**src/rtl/bcd_ctrl_pkg.sv**
```systemverilog
// Shared constants for the BCD count controller: opcodes, FSM encoding and
// BCD digit limits, plus a digit validity helper.
package bcd_ctrl_pkg;

    localparam int           DIGIT_W   = 4;
    localparam logic [3:0]   DIGIT_MAX = 4'd9;

    localparam logic [1:0]   OP_CLEAR  = 2'b00;
    localparam logic [1:0]   OP_LOAD   = 2'b01;
    localparam logic [1:0]   OP_START  = 2'b10;
    localparam logic [1:0]   OP_STOP   = 2'b11;

    typedef enum logic [1:0] {
        ST_IDLE = 2'b00,
        ST_RUN  = 2'b01,
        ST_HOLD = 2'b10
    } state_t;

    function automatic logic digit_ok(input logic [DIGIT_W-1:0] d);
        return (d <= DIGIT_MAX);
    endfunction

endpackage

```
**src/rtl/bcd_digit.sv**
```systemverilog
// One BCD digit: parallel load, up/down step with wrap, and a combinational
// carry/borrow out that enables the next more-significant digit.
module bcd_digit
    import bcd_ctrl_pkg::*;
(
    input  logic               clk,
    input  logic               resetn,
    input  logic               en,
    input  logic               up,
    input  logic               load,
    input  logic [DIGIT_W-1:0] d,
    output logic [DIGIT_W-1:0] q,
    output logic [DIGIT_W-1:0] q_next,
    output logic               co
);

    logic [DIGIT_W-1:0] r_q;
    logic [DIGIT_W-1:0] w_next;

    always_comb begin
        w_next = r_q;
        if (load) begin
            w_next = d;
        end else if (en) begin
            if (up) begin
                w_next = (r_q == DIGIT_MAX) ? '0 : DIGIT_W'(r_q + 4'd1);
            end else begin
                w_next = (r_q == '0) ? DIGIT_MAX : DIGIT_W'(r_q - 4'd1);
            end
        end
    end

    // Carry/borrow only when this digit is actually stepping across its limit.
    assign co     = en && (up ? (r_q == DIGIT_MAX) : (r_q == '0));
    assign q      = r_q;
    assign q_next = w_next;

    always_ff @(posedge clk or negedge resetn) begin
        if (!resetn) begin
            r_q <= '0;
        end else begin
            r_q <= w_next;
        end
    end

endmodule

```
**src/rtl/bcd_count_ctrl.sv**
```systemverilog
// Command-driven multi-digit BCD up/down counter with a target compare,
// IDLE/RUN/HOLD control FSM, one-cycle done pulse and sticky error flag.
module bcd_count_ctrl
    import bcd_ctrl_pkg::*;
#(
    parameter int NDIG = 4
) (
    input  logic                    clk,
    input  logic                    resetn,
    input  logic                    cmd_valid,
    output logic                    cmd_ready,
    input  logic [1:0]              cmd_op,
    input  logic [NDIG*DIGIT_W-1:0] cmd_data,
    input  logic                    cmd_up,
    input  logic                    tick,
    output logic [NDIG*DIGIT_W-1:0] count,
    output logic                    running,
    output logic                    done,
    output logic                    err
);

    localparam int W = NDIG * DIGIT_W;

    state_t         r_state;
    state_t         w_state_next;
    logic [W-1:0]   r_target;
    logic           r_dir;
    logic           r_done;
    logic           r_err;
    logic           r_ready;

    logic           w_accept;
    logic [NDIG-1:0] w_dig_ok;
    logic           w_data_ok;
    logic           w_clear;
    logic           w_load;
    logic           w_start;
    logic           w_stop;
    logic           w_reject;
    logic           w_step;
    logic           w_hit;
    logic           w_digit_load;
    logic [NDIG:0]  w_carry;
    logic           w_unused_wrap;
    logic [W-1:0]   w_count;
    logic [W-1:0]   w_count_next;

    assign w_accept  = cmd_valid && r_ready;
    assign w_data_ok = &w_dig_ok;

    assign w_clear  = w_accept && (cmd_op == OP_CLEAR);
    assign w_load   = w_accept && (cmd_op == OP_LOAD)  && w_data_ok;
    assign w_start  = w_accept && (cmd_op == OP_START) && w_data_ok;
    assign w_stop   = w_accept && (cmd_op == OP_STOP);
    assign w_reject = w_accept && ((cmd_op == OP_LOAD) || (cmd_op == OP_START)) && !w_data_ok;

    // Any handshake, even a rejected or no-op one, swallows a same-cycle tick.
    assign w_step       = (r_state == ST_RUN) && tick && !w_accept;
    assign w_digit_load = w_clear || w_load;
    assign w_carry[0]   = w_step;
    assign w_unused_wrap = w_carry[NDIG];

    genvar gi;
    generate
        for (gi = 0; gi < NDIG; gi++) begin : g_digit
            assign w_dig_ok[gi] = digit_ok(cmd_data[gi*DIGIT_W +: DIGIT_W]);

            bcd_digit u_digit (
                .clk    (clk),
                .resetn (resetn),
                .en     (w_carry[gi]),
                .up     (r_dir),
                .load   (w_digit_load),
                .d      (w_clear ? '0 : cmd_data[gi*DIGIT_W +: DIGIT_W]),
                .q      (w_count[gi*DIGIT_W +: DIGIT_W]),
                .q_next (w_count_next[gi*DIGIT_W +: DIGIT_W]),
                .co     (w_carry[gi+1])
            );
        end
    endgenerate

    // Compare against the post-step value so done coincides with count == target.
    assign w_hit = w_step && (w_count_next == r_target);

    always_comb begin
        w_state_next = r_state;
        if (w_clear) begin
            w_state_next = ST_IDLE;
        end else if (w_start) begin
            w_state_next = ST_RUN;
        end else if (w_stop && (r_state == ST_RUN)) begin
            w_state_next = ST_HOLD;
        end else if (w_hit) begin
            w_state_next = ST_IDLE;
        end
    end

    always_ff @(posedge clk or negedge resetn) begin
        if (!resetn) begin
            r_state  <= ST_IDLE;
            r_target <= '0;
            r_dir    <= 1'b1;
            r_done   <= 1'b0;
            r_err    <= 1'b0;
            r_ready  <= 1'b0;
        end else begin
            r_state <= w_state_next;
            r_done  <= w_hit;
            r_ready <= !w_accept;
            if (w_start) begin
                r_target <= cmd_data;
                r_dir    <= cmd_up;
            end
            if (w_clear) begin
                r_err <= 1'b0;
            end else if (w_reject) begin
                r_err <= 1'b1;
            end
        end
    end

    assign count     = w_count;
    assign running   = (r_state == ST_RUN);
    assign done      = r_done;
    assign err       = r_err;
    assign cmd_ready = r_ready;

endmodule

```
**config.mk**
```make
export PLATFORM = sky130hd
export DESIGN_NAME = bcd_count_ctrl
export DESIGN_NICKNAME = d
export VERILOG_FILES = /design/src/rtl/bcd_ctrl_pkg.sv /design/src/rtl/bcd_digit.sv /design/src/rtl/bcd_count_ctrl.sv
export SDC_FILE = /design/constraint.sdc
export NUM_CORES = 1
export LEC_CHECK = 0
export ABC_AREA = 1
export CAP_MARGIN = 40
export CORE_MARGIN = 5
export CORE_UTILIZATION = 40
export DETAILED_ROUTE_END_ITERATION = 10
export GPL_TIMING_DRIVEN = 0
export PLACE_DENSITY = 0.64
export REMOVE_ABC_BUFFERS = 1
export SLEW_MARGIN = 20
export SYNTH_ARGS = -nofsm -noshare
export SYNTH_HDL_FRONTEND = slang
export SYNTH_SLANG_ARGS = --single-unit
```
**constraint.sdc**
```tcl
create_clock -name clk -period 4.45 [get_ports clk]
set_input_delay 0.445 -clock clk [delete_from_list [all_inputs] [get_ports clk]]
set_output_delay 0.445 -clock clk [all_outputs]
set_load 0.02 [all_outputs]
```
==> impl_metrics.toml, run 1 <==
[placement]
hpwl_um = 5988
place_congestion = 0.8593
place_area_um2 = 3616
dp_cells = 632
io_buffer_count = 42
pre_cts_ws_ns = 1.299

[drt]
remaining_drc_errors = 0
drt-total-wl_um = 7672
ant_nets = 0
firstDrtPassIters = 5
met2_length_um = 3481
wl_met1_um = 3859
wl_per_cell_um = 11.99
viasPerCell = 4.803
drt_iter0_markers = 155
vias = 3074
dr_wl_met3_um = 253
top_layer_used = "met4"

[synth]
synth_seq_cells = 38
synth_flop_cell = "dfrtp_1"
synth_async_sr_flop_share = 1.000
synth_most_common_cell = "nand2_1"
synth_common_cells = "nand2_1 (186), inv_1 (70), nand3_1 (58)"
syn-cell-area_um2 = 3110
synth_edf_count = 0
ys_seq_area_frac = 0.3061
synth_cell_types = 28
synth_warnings = 0
postSynthAreaPerCell_um2 = 6.271
synth_area_leaders = "dfrtp_1 (30%), nand2_1 (22%), nand3_1 (9.3%)"
synth_top_area_cell = "dfrtp_1"
syn_inst = 496
synth.top_cell.area_share = 0.2977

[job]
maxCapViolations = 0

[setup_path]
crit_path_max_incr_delay_ns = 0.44
crit_top_cell = "nand2_1"
start_kind = "primary input"
r2r_slack_ns = 1.91
worstPathArrival_ns = 3.01
cp-end-kind = "flop"
crit_required_ns = 4.62
path_class = "primary input to flop"
path_cells = "clkdlybuf4s50_1 -> inv_1 -> ha_1 -> inv_1 -> nor2_2 -> inv_2 -> nand2_4 -> inv_2 -> nand2_1 -> nand2_1 -> nand2_1 -> nand2_1 -> nor2_1 -> nand2_1 -> nor2_1 -> nand3_1 -> nand2_1 -> nand2_1"
cp_max_fo = 18
cp_slowest_cell = "clkdlybuf4s50_1"

[sta]
finalWorstSetupSlack_ns = 1.612
fmax_ghz = 0.3524
slew_headroom = 0.5684
setup_viol = 0
rsz0062_at_grt = "no"
finalHoldViolations = 0
fin_crit_ns = 2.838
maxSlewViolCount = 0
worst_slew_pin_slew_ns = 0.6456
min_period_over_period = 0.6376
skew_ns = 0.006016
final.setup.tns_ns = 0

[finish]
fin_util = 0.4915
syn_to_final_growth_pct = 20.84
multiInputGateArea_um2 = 1800
nets = 573
final_area_um2 = 3759
antenna_cells = 0
nFillCells = 789
seq_area_um2 = 952.2
layout-drive-gt1-share = 0.06877
fin_cells = 640

[global_route]
grt_pass1_vias = 2786
grt_pass1_wl_um = 13140
grt_max_degree = 23
grt_overflow = 0
antenna_found_initial = 0
grt_usage = 0.1618

[floorplanning]
initial_utilization = 0.4067
fp.dieH_um = 98.18
core-area_um2 = 7647
dieWidth_um = 98.18
io_pins = 43
dieArea_um2 = 9639
fp-row-count = 32

[cts]
postCtsHoldBufs = 0
numCtsBuffers = 5
cts.sinks = 38
h-tree-depth = 2
clkLatencyLatePin_ns = 0.29
cts_tree = "yes"
clock_path_buffers = 2
path_clk_slew_ns = 0.08
cts_resized = 0
cts_setup_buffers = 0
root_buffer = "clkbuf_8"

[power]
power_density_nw_per_um2 = 452.6
peakVddDrop_mv = 0.2910
p_leak_nw = 2.073

[status]
outcome = "finished clean"

[worst_hold_path]
holdCritPathClass = "primary input to asynchronous set/reset pin"
==> worst max-delay path: cells and delay by family <==
| family | cells | cell delay [ns] |
|---|---|---|
| and+or+nand+nor | 12 | 1.44 |
| buffers and inverters | 5 | 0.98 |
| adders and majority gates | 1 | 0.14 |
==> routing by layer <==
| layer | vias to the layer above | track usage |
|---|---|---|
| met5 | - | 0 |
| met4 | 0 | 0.03887 |
| met3 | 6 | 0.01643 |
| met2 | 67 | 0.2618 |
| met1 | 1372 | 0.2328 |
| li1 | 1629 | - |
==> report_power, final <==
part	total [mW]	internal, mW	switching (mW)
Sequential	0.549	0.431	0.118
Clock	0.361	0.239	0.122
Combinational	0.791	0.317	0.474
==> through the flow <==
step                      hold WS, ns  total power, mW
after floorplan                0.1494            1.081
after global placement         0.4771            1.321
after detailed placement       0.4089            1.343
after CTS                     0.09726            1.710
after global routing           0.1161            1.855
final                         0.08455            1.701
==> placed cells by master, fill, tap and decap left out <==
master / instances
nand2_1: 186
inv_1: 70
nand3_1: 58
clkdlybuf4s50_1: 41
dfrtp_1: 37
nor2_1: 36
o21ai_0: 34
ha_1: 13
inv_2: 7
nand4_1: 7
nand3b_1: 6
clkbuf_8: 6
nand2_2: 4
nor2_2: 4
nand3_2: 4
nand2_4: 4
xor2_1: 3
o21ai_1: 3
a21oi_1: 3
nor2_4: 2
bufinv_16: 2
nor2_8: 1
xnor2_1: 1
and2_1: 1
clkinv_1: 1
a31oi_1: 1
buf_2: 1
buf_16: 1
dfstp_2: 1
==> worst paths after layout <==
path | startpoint | endpoint | cells past startpoint
setup / recovery | cmd_op[0] | r_state[0]$_DFFE_PN0P_ | 18
hold / removal | resetn | r_target[2]$_DFFE_PN0P_ | 1
setup reg to reg | r_dir$_DFFE_PN1P_ | r_state[0]$_DFFE_PN0P_ | 15
hold reg to reg | err$_DFFE_PN0P_ | err$_DFFE_PN0P_ | 2
max in group asynchronous | resetn | done$_DFF_PN0_ | 2
min in group clk | err$_DFFE_PN0P_ | err$_DFFE_PN0P_ | 2
==> cell type report <==
| class | count | share of cell area |
|---|---|---|
| Clock inverter | 2 | 0.01598 |
| Multi-Input combinational cell | 371 | 0.4790 |
| Tap cell | 102 | 0.03395 |
| Timing Repair Buffer | 43 | 0.1178 |
| Sequential cell | 38 | 0.2533 |
| Inverter | 78 | 0.07790 |
| Clock buffer | 6 | 0.02197 |
==> kinds of logic (layout without fill, tap and decap cells) <==
logic type	after synthesis	in the layout	synth area share
and+or+nand+nor	313	313	0.4489
buffers and inverters	87	129	0.1150
AOI/OAI and AO/OA	41	41	0.06637
DFF	38	38	0.3061
adders and majority gates	13	13	0.05229
xor gates and xnor gates	4	4	0.01127
==> flip-flops by register name, indices dropped and copies added, names as in the netlist <==
signal and cells:
r_state 2, r_dir 1, g_digit.u_digit.q 16, err 1, r_target 16, done 1
cmd_ready 1
Note: power is estimated with default switching activity, not from simulation.
==> run 2: changes to the inputs <==
PLACE_DENSITY = 0.67   (was 0.64)
clock period = 2.35 ns   (was 4.45 ns; I/O delays follow)
==> run 2 against run 1 <==
Sequential share of layout area is 0.74 points lower. Critical path depth is 4 lower. Utilization is 1.9 points higher. Combinational power is 110% higher. Wire length is 2.8% higher. Clock skew is 0.0047 ns higher. Register-to-register slack worse by 1.8 ns. Cell area is 4.0% higher. Critical path type is now flop to flop.
==> impl_metrics.toml, run 2 (synthesized netlist as in run 1, its figures left out) <==
[cts]
root_buffer = "clkbuf_8"
cts_tree = "yes"
cts.sinks = 38
clkLatencyLatePin_ns = 0.29
path_clk_slew_ns = 0.08
numCtsBuffers = 5
clock_path_buffers = 2
h-tree-depth = 2

[sta]
slew_headroom = 0.5337
whs_ns = 0.3682
finalHoldViolations = 0
worst_slew_pin_slew_ns = 0.6975
fin_crit_ns = 2.254
setup_viol = 0
fmax_ghz = 0.4437
min_period_over_period = 0.9591
maxSlewViolCount = 0
skew_ns = 0.01074
rsz0062_at_grt = "yes"

[drt]
vias = 3162
drt-total-wl_um = 7889
viasPerCell = 4.827
remaining_drc_errors = 0
wl_per_cell_um = 12.04
drt_iter0_markers = 164
firstDrtPassIters = 4
ant_nets = 0

[setup_path]
worstPathArrival_ns = 2.44
crit_required_ns = 2.54
start_kind = "flop"
cp_max_fo = 6
path_class = "flop to flop"
cp-end-kind = "flop"

[global_route]
grt_pass1_vias = 2968
grt_pass1_wl_um = 13570
grt_overflow = 0
grt_usage = 0.1668
antenna_found_initial = 0
grt_max_degree = 27

[finish]
layout_commonest_cell = "nand2_1"
layout-drive-gt1-share = 0.1121
most-common-layout-cells = "nand2_1 (185), inv_1 (66), nand3_1 (57)"
syn_to_final_growth_pct = 25.62
antenna_cells = 0
fin_util = 0.5110
nets = 588

[placement]
io_buffer_count = 42
place_congestion = 0.8387
hpwl_um = 5864

[floorplanning]
fp.dieH_um = 98.18
io_pins = 43
fp-row-count = 32
initial_utilization = 0.4067
dieWidth_um = 98.18
dieArea_um2 = 9639
core-area_um2 = 7647

[power]
power_density_nw_per_um2 = 806.1
p_leak_nw = 2.095
totalPowerFinal_mw = 3.150
peakVddDrop_mv = 0.3886

[status]
outcome = "finished clean"

[job]
maxCapViolations = 0

[worst_hold_path]
holdCritPathClass = "primary input to asynchronous set/reset pin"
-- run 2: cell types whose count changed in the layout (fill, tap and decap cells not counted), sizes merged --
cell / previous run / this run
buf: 2 / 15
bufinv: 2 / 0
clkbuf: 6 / 9
clkinv: 1 / 0
clkinvlp: 0 / 2
dlygate4sd3: 0 / 1
inv: 77 / 76
-- run 2: metrics by stage --
stage | setup TNS, ns | cell area, um2 | instances | worst slack [ns]
after floorplan | 0 | 3045 | 487 | 0.2510
after global placement | -3.294 | 3593 | 631 | -0.5324
after detailed placement | -3.566 | 3608 | 632 | -0.5703
after CTS | 0 | 3776 | 644 | 0.004384
after global routing | -0.08279 | 3908 | 655 | -0.08279
final | 0 | 3908 | 655 | 0.09622
-- run 2: timing repair --
action / in CTS / in global routing
setup endpoints to repair: 2 / 12
cloned: 0 / 0
hold buffers: 1 / 0
setup buffers: 3 / 11
pin swaps: 0 / 4
gates resized for setup: 10 / 16
hold endpoints to repair: 11 / 0
-- run 2: cell type report --
class,count,area [um2]
Inverter,78,310.3
Tap cell,102,127.6
Sequential cell,38,960.9
Clock buffer,8,90.09
Multi-Input combinational cell,371,1856
Timing Repair Buffer,58,563.0
Fill cell,753,3740
-- run 2: where the power goes --
| part | switching (mW) | internal [mW] | total [mW] |
|---|---|---|---|
| Sequential | 0.206 | 0.825 | 1.03 |
| Clock | 0.222 | 0.239 | 0.461 |
| Combinational | 0.968 | 0.690 | 1.66 |
-- run 2: critical path, cell delays in order (launching register included) --
cell and delay (ns):
dfstp_4 0.67, clkbuf_4 0.19, buf_4 0.12, xor2_1 0.16, nand2_1 0.07, nand3_1 0.11
nand2_1 0.09, nand3_1 0.09, nand2_1 0.05, nor2_1 0.13, nand3_1 0.09, nor2_1 0.12
nand3_2 0.12, nand2_1 0.08, nand2_1 0.04
-- run 2: routing by layer --
metal  up-vias  share of wire  global-route usage
li1       1658              -                   -
met1      1420           0.48              0.2373
met2        72           0.46              0.2665
met3        12          0.039             0.02000
met4         0          0.022             0.04937
met5         -              0                   0
-- run 2: final timing paths --
path                                                     endpoint                     from  slack, ns  cells past startpoint
worst max-delay path                       r_state[0]$_DFFE_PN0P_        r_dir$_DFFE_PN1P_        0.1                     14
worst min-delay path                      r_target[1]$_DFFE_PN0P_                   resetn       0.37                      2
worst max register to register             r_state[0]$_DFFE_PN0P_        r_dir$_DFFE_PN1P_        0.1                     14
worst min register to register            r_target[5]$_DFFE_PN0P_  r_target[5]$_DFFE_PN0P_       0.50                      2
max in group asynchronous       g_digit[2].u_digit.q[0]$_DFF_PN0_                   resetn       1.52                      3
min in group clk                                r_dir$_DFFE_PN1P_                   cmd_up       0.48                      3
